===== src/rtl/skid_buffer_d.sv =====
// Two-entry elastic stage with valid/ready on both sides.
// in_ready depends only on registered occupancy, so out_ready never reaches it combinationally.
//
// state | meaning
// ------+----------------------------------------------
// EMPTY | no word held, out_valid=0
// ONE   | head word in main, skid unused
// FULL  | head in main, younger word in skid, in_ready=0
module skid_buffer_d #(
    parameter int N = 1
) (
    input  logic         clk,
    input  logic         reset,
    input  logic         in_valid,
    output logic         in_ready,
    input  logic [N-1:0] in_data,
    output logic         out_valid,
    input  logic         out_ready,
    output logic [N-1:0] out_data,
    output logic [1:0]   count
);

    typedef enum logic [1:0] {
        EMPTY = 2'd0,
        ONE   = 2'd1,
        FULL  = 2'd2
    } state_t;

    state_t       state, state_nxt;
    logic [N-1:0] main_q, skid_q;
    logic         in_fire, out_fire;
    logic         load_main_in, load_main_skid, load_skid_in;

    assign out_valid = (state != EMPTY);
    assign in_ready  = (state != FULL) & reset;
    assign count     = state;
    assign out_data  = main_q;

    assign in_fire  = in_valid & in_ready;
    assign out_fire = out_valid & out_ready;

    always_ff @(posedge clk or negedge reset) begin
        if (!reset) begin
            state <= EMPTY;
        end else begin
            state <= state_nxt;
        end
    end

    always_comb begin
        state_nxt      = state;
        load_main_in   = 1'b0;
        load_main_skid = 1'b0;
        load_skid_in   = 1'b0;
        case (state)
            EMPTY: begin
                if (in_fire) begin
                    state_nxt    = ONE;
                    load_main_in = 1'b1;
                end
            end
            ONE: begin
                if (in_fire && out_fire) begin
                    load_main_in = 1'b1;
                end else if (in_fire) begin
                    state_nxt    = FULL;
                    load_skid_in = 1'b1;
                end else if (out_fire) begin
                    state_nxt = EMPTY;
                end
            end
            FULL: begin
                // skid is always younger than main, so it becomes the new head
                if (out_fire) begin
                    state_nxt      = ONE;
                    load_main_skid = 1'b1;
                end
            end
            default: begin
                state_nxt = EMPTY;
            end
        endcase
    end

    always_ff @(posedge clk or negedge reset) begin
        if (!reset) begin
            main_q <= '0;
            skid_q <= '0;
        end else begin
            if (load_main_in) begin
                main_q <= in_data;
            end else if (load_main_skid) begin
                main_q <= skid_q;
            end
            if (load_skid_in) begin
                skid_q <= in_data;
            end
        end
    end

endmodule


===== config.mk =====
export PLATFORM = sky130hd
export DESIGN_NAME = skid_buffer_d
export DESIGN_NICKNAME = d
export VERILOG_FILES = /design/src/rtl/skid_buffer_d.sv
export SDC_FILE = /design/constraint.sdc
export NUM_CORES = 1
export LEC_CHECK = 0
export ABC_AREA = 1
export CORE_AREA = 3 3 40 42
export CTS_BUF_LIST = sky130_fd_sc_hd__clkbuf_4 sky130_fd_sc_hd__clkbuf_8
export CTS_CLUSTER_DIAMETER = 150
export CTS_CLUSTER_SIZE = 14
export DETAILED_ROUTE_END_ITERATION = 12
export DIE_AREA = 0 0 43 45
export PLACE_DENSITY = 0.51
export SLEW_MARGIN = 20
export SYNTH_ARGS = -nofsm -noshare
export SYNTH_HDL_FRONTEND = slang
export SYNTH_SLANG_ARGS = --single-unit

===== constraint.sdc =====
create_clock -name clk -period 0.99 [get_ports clk]
set_clock_uncertainty 0.15 [all_clocks]
set_input_delay 0.099 -clock clk [delete_from_list [all_inputs] [get_ports clk]]
set_output_delay 0.099 -clock clk [all_outputs]
set_load 0.005 [all_outputs]

==> flow_metrics.py <==
metrics = {
    "clocking": {
        "clkTransAtPathRegs_ps": 40,
        "htree_levels": 1,
        "clk-insertion-delay-late_ps": 240,
        "cts_buffer_depth": 2,
        "root_buffer": "clkbuf_4",
        "cts_tree": "built",
        "cts_buffers": 3,
        "numClockSinks": 4,
    },
    "global_routing": {
        "met2_usage_pct": 11.98,
        "grt_start_max_net_pins": 7,
        "gr-usage-met3_pct": 6.375,
        "grt_use_met1_pct": 8.273,
        "grt_busiest_layer": "met2",
        "grt_remaining_overflow": 0,
        "antenna_found_initial": 0,
        "grt_usage_pct": 8.020,
        "grt_pass1_wl_um": 1055,
        "grt_pass1_vias": 258,
    },
    "setup_path": {
        "worst_path_largest_cell_delay_ps": 390,
        "start_kind": "register",
        "cp_max_fo": 3,
        "setup.worst_path.class": "reg2reg",
        "cp_top_family": "buffers and inverters",
        "critPathBufInv": 4,
        "cp-end-kind": "register",
        "worstPathRequired_ps": 1000,
        "crit_top_cell": "buf_6",
        "cp_data_arrival_time_ps": 1300,
        "crit_chain": "buf_6 -> inv_4 -> buf_6 -> nand4_1 -> buf_4 -> a21oi_2",
        "cpMaxStageDelayCell": "dfrtp_1",
    },
    "floorplan": {
        "die_h_um": 45,
        "dieArea_mm2": 0.001935,
        "ios": 10,
        "rows": 13,
        "initial_utilization_pct": 17.92,
        "core_mm2": 0.001285,
        "die_width_um": 43,
    },
    "outcome": {
        "status": "finished, violations left",
        "violations": "setup timing",
    },
    "timing": {
        "fin_crit_sh_pct": 130.4,
        "report.final.slew_viol_count": 0,
        "max_freq_mhz": 774.6,
        "setup_tns_ps": -1981,
        "hold_viol": 0,
        "relSlewSlack_pct": 79.15,
        "worst_pin_slew_ps": 311.8,
        "setup_violations": 8,
        "period_needed_ps": 1291,
        "rsz0062_at_grt": "yes",
        "fin_ws_ps": -300.9,
    },
    "cells_and_area": {
        "antennaDiodeCount": 0,
        "finalInstanceArea_um2": 503.0,
        "nFillCells": 142,
        "nets": 61,
        "multiInputGateArea_um2": 156.4,
        "ff_latch_area_um2": 100.1,
        "syn_to_final_growth_pct": 118.5,
        "layout-drive-gt1-share_pct": 57.41,
    },
    "route": {
        "route.vias.total": 296,
        "routedWlPerCell_um": 9.870,
        "first_pass_iters": 1,
        "drt_iter0_drc": 0,
        "routed_wl_um": 681,
        "ant_nets": 0,
        "vias_per_cell": 4.290,
        "drcViolationCount": 0,
    },
    "yosys": {
        "yosysSeqAreaShare_pct": 43.48,
        "synth.area.top_cells": "dfrtp_1, nand2_1, nand4_1, nand3_2, o21ai_1",
        "synth_nets": 35,
        "synthDominantCellAreaShare_pct": 43.48,
        "syn_avg_cell_area_um2": 7.674,
        "netlist_instances": 30,
        "syn_area_um2": 230.2,
        "ys_ff_latch": 4,
        "ys_types": 14,
        "synth_warnings": 0,
        "yosysTopAreaCell": "dfrtp_1",
    },
    "hold_path": {
        "hold_path_class": "in2async",
    },
    "power": {
        "p_leak_nw": 0.2504,
        "power_density_mw_per_mm2": 1329,
        "peakVddDrop_v": 0.0006689,
    },
    "placement": {
        "dpl.hpwl_um": 452.3,
        "numPortBuffers": 9,
        "gp_congestion": 0.7877,
        "place_area_um2": 384.1,
    },
    "job": {
        "max_cap_viol_count": 0,
    },
}
-- cells in the mapped netlist (all sizes together) --
cell / instances
nand2: 9
a21oi: 1
dfrtp: 4
nor2: 3
nand4: 3
o21ai: 3
inv: 4
nand3: 2
a21boi: 1
-- final cells by class --
cell class | instances | share of cell area, %
Clock buffer | 3 | 4.478
Inverter | 4 | 3.980
Multi-Input combinational cell | 22 | 31.09
Sequential cell | 4 | 19.90
Tap cell | 15 | 3.731
Timing Repair Buffer | 21 | 36.82
-- cells in the final DEF, fill, tap and decap left out --
master	n
a21boi_2	1
clkbuf_4	3
nand4_1	3
buf_6	6
buf_4	7
nand2_1	6
clkdlybuf4s15_1	1
dfrtp_1	4
inv_1	2
o21ai_4	1
nor2_1	2
nor2_2	1
nand2_4	1
buf_2	3
nand2_2	2
o21ai_1	1
nand3_4	1
inv_4	2
clkdlybuf4s50_1	4
a21oi_2	1
nand3_2	1
o21ai_2	1
-- path summary, 6_finish.rpt --
check,from,to,slack [ps],depth (start not counted)
max,count[1],count[1],-300,6
min,reset,count[1],20,2
max reg2reg,count[1],count[1],-300,6
min reg2reg,skid_q,skid_q,330,2
max in group asynchronous,reset,out_data,540,2
min in group clk,in_data,skid_q,300,3
-- routing by layer --
| metal | vias up | routed length [um] |
|---|---|---|
| met5 | - | 0 |
| met4 | 0 | 0 |
| met3 | 0 | 80 |
| met2 | 13 | 312 |
| met1 | 134 | 288 |
| li1 | 149 | - |
-- stage by stage --
| stage | std cells | setup WS (ps) | utilization [%] | total power [mW] | hold slack (ps) |
|---|---|---|---|---|---|
| finish | 69 | -300.9 | 39.14 | 0.6683 | 21.34 |
| detailed placement | 60 | -525.0 | 29.89 | 0.4060 | 263.0 |
| global placement | 60 | -502.6 | 29.89 | 0.4042 | 252.1 |
| CTS | 68 | -293.6 | 36.32 | 0.6564 | 21.25 |
| global route | 69 | -377.9 | 39.14 | 0.7252 | 16.24 |
| floorplan | 30 | -86.77 | - | 0.2846 | -346.6 |
-- sequential cells by signal, indices dropped and copies added, names as in the netlist --
signal	cells
count	2
skid_q	1
out_data	1
-- where the power goes --
group          internal (mW)  switching (mW)
Sequential             0.195          0.0178
Clock                  0.136          0.0674
Combinational          0.138           0.114
-- repair_timing --
item	in CTS	in global routing
gates resized for setup	29	8
hold buffers	0	0
pin swaps	6	7
setup endpoints to repair	9	9
setup buffers	6	2
endpoints found under the hold margin	0	0
-- cell families (layout without fill, tap and decap cells) --
kind of cell	count (synthesis)	after routing	synth area share [%]
simple gates	17	17	36.42
flops	4	4	43.48
buf+inv	4	28	6.524
compound gates	5	5	13.59
Power figures use the tool's default switching activity.
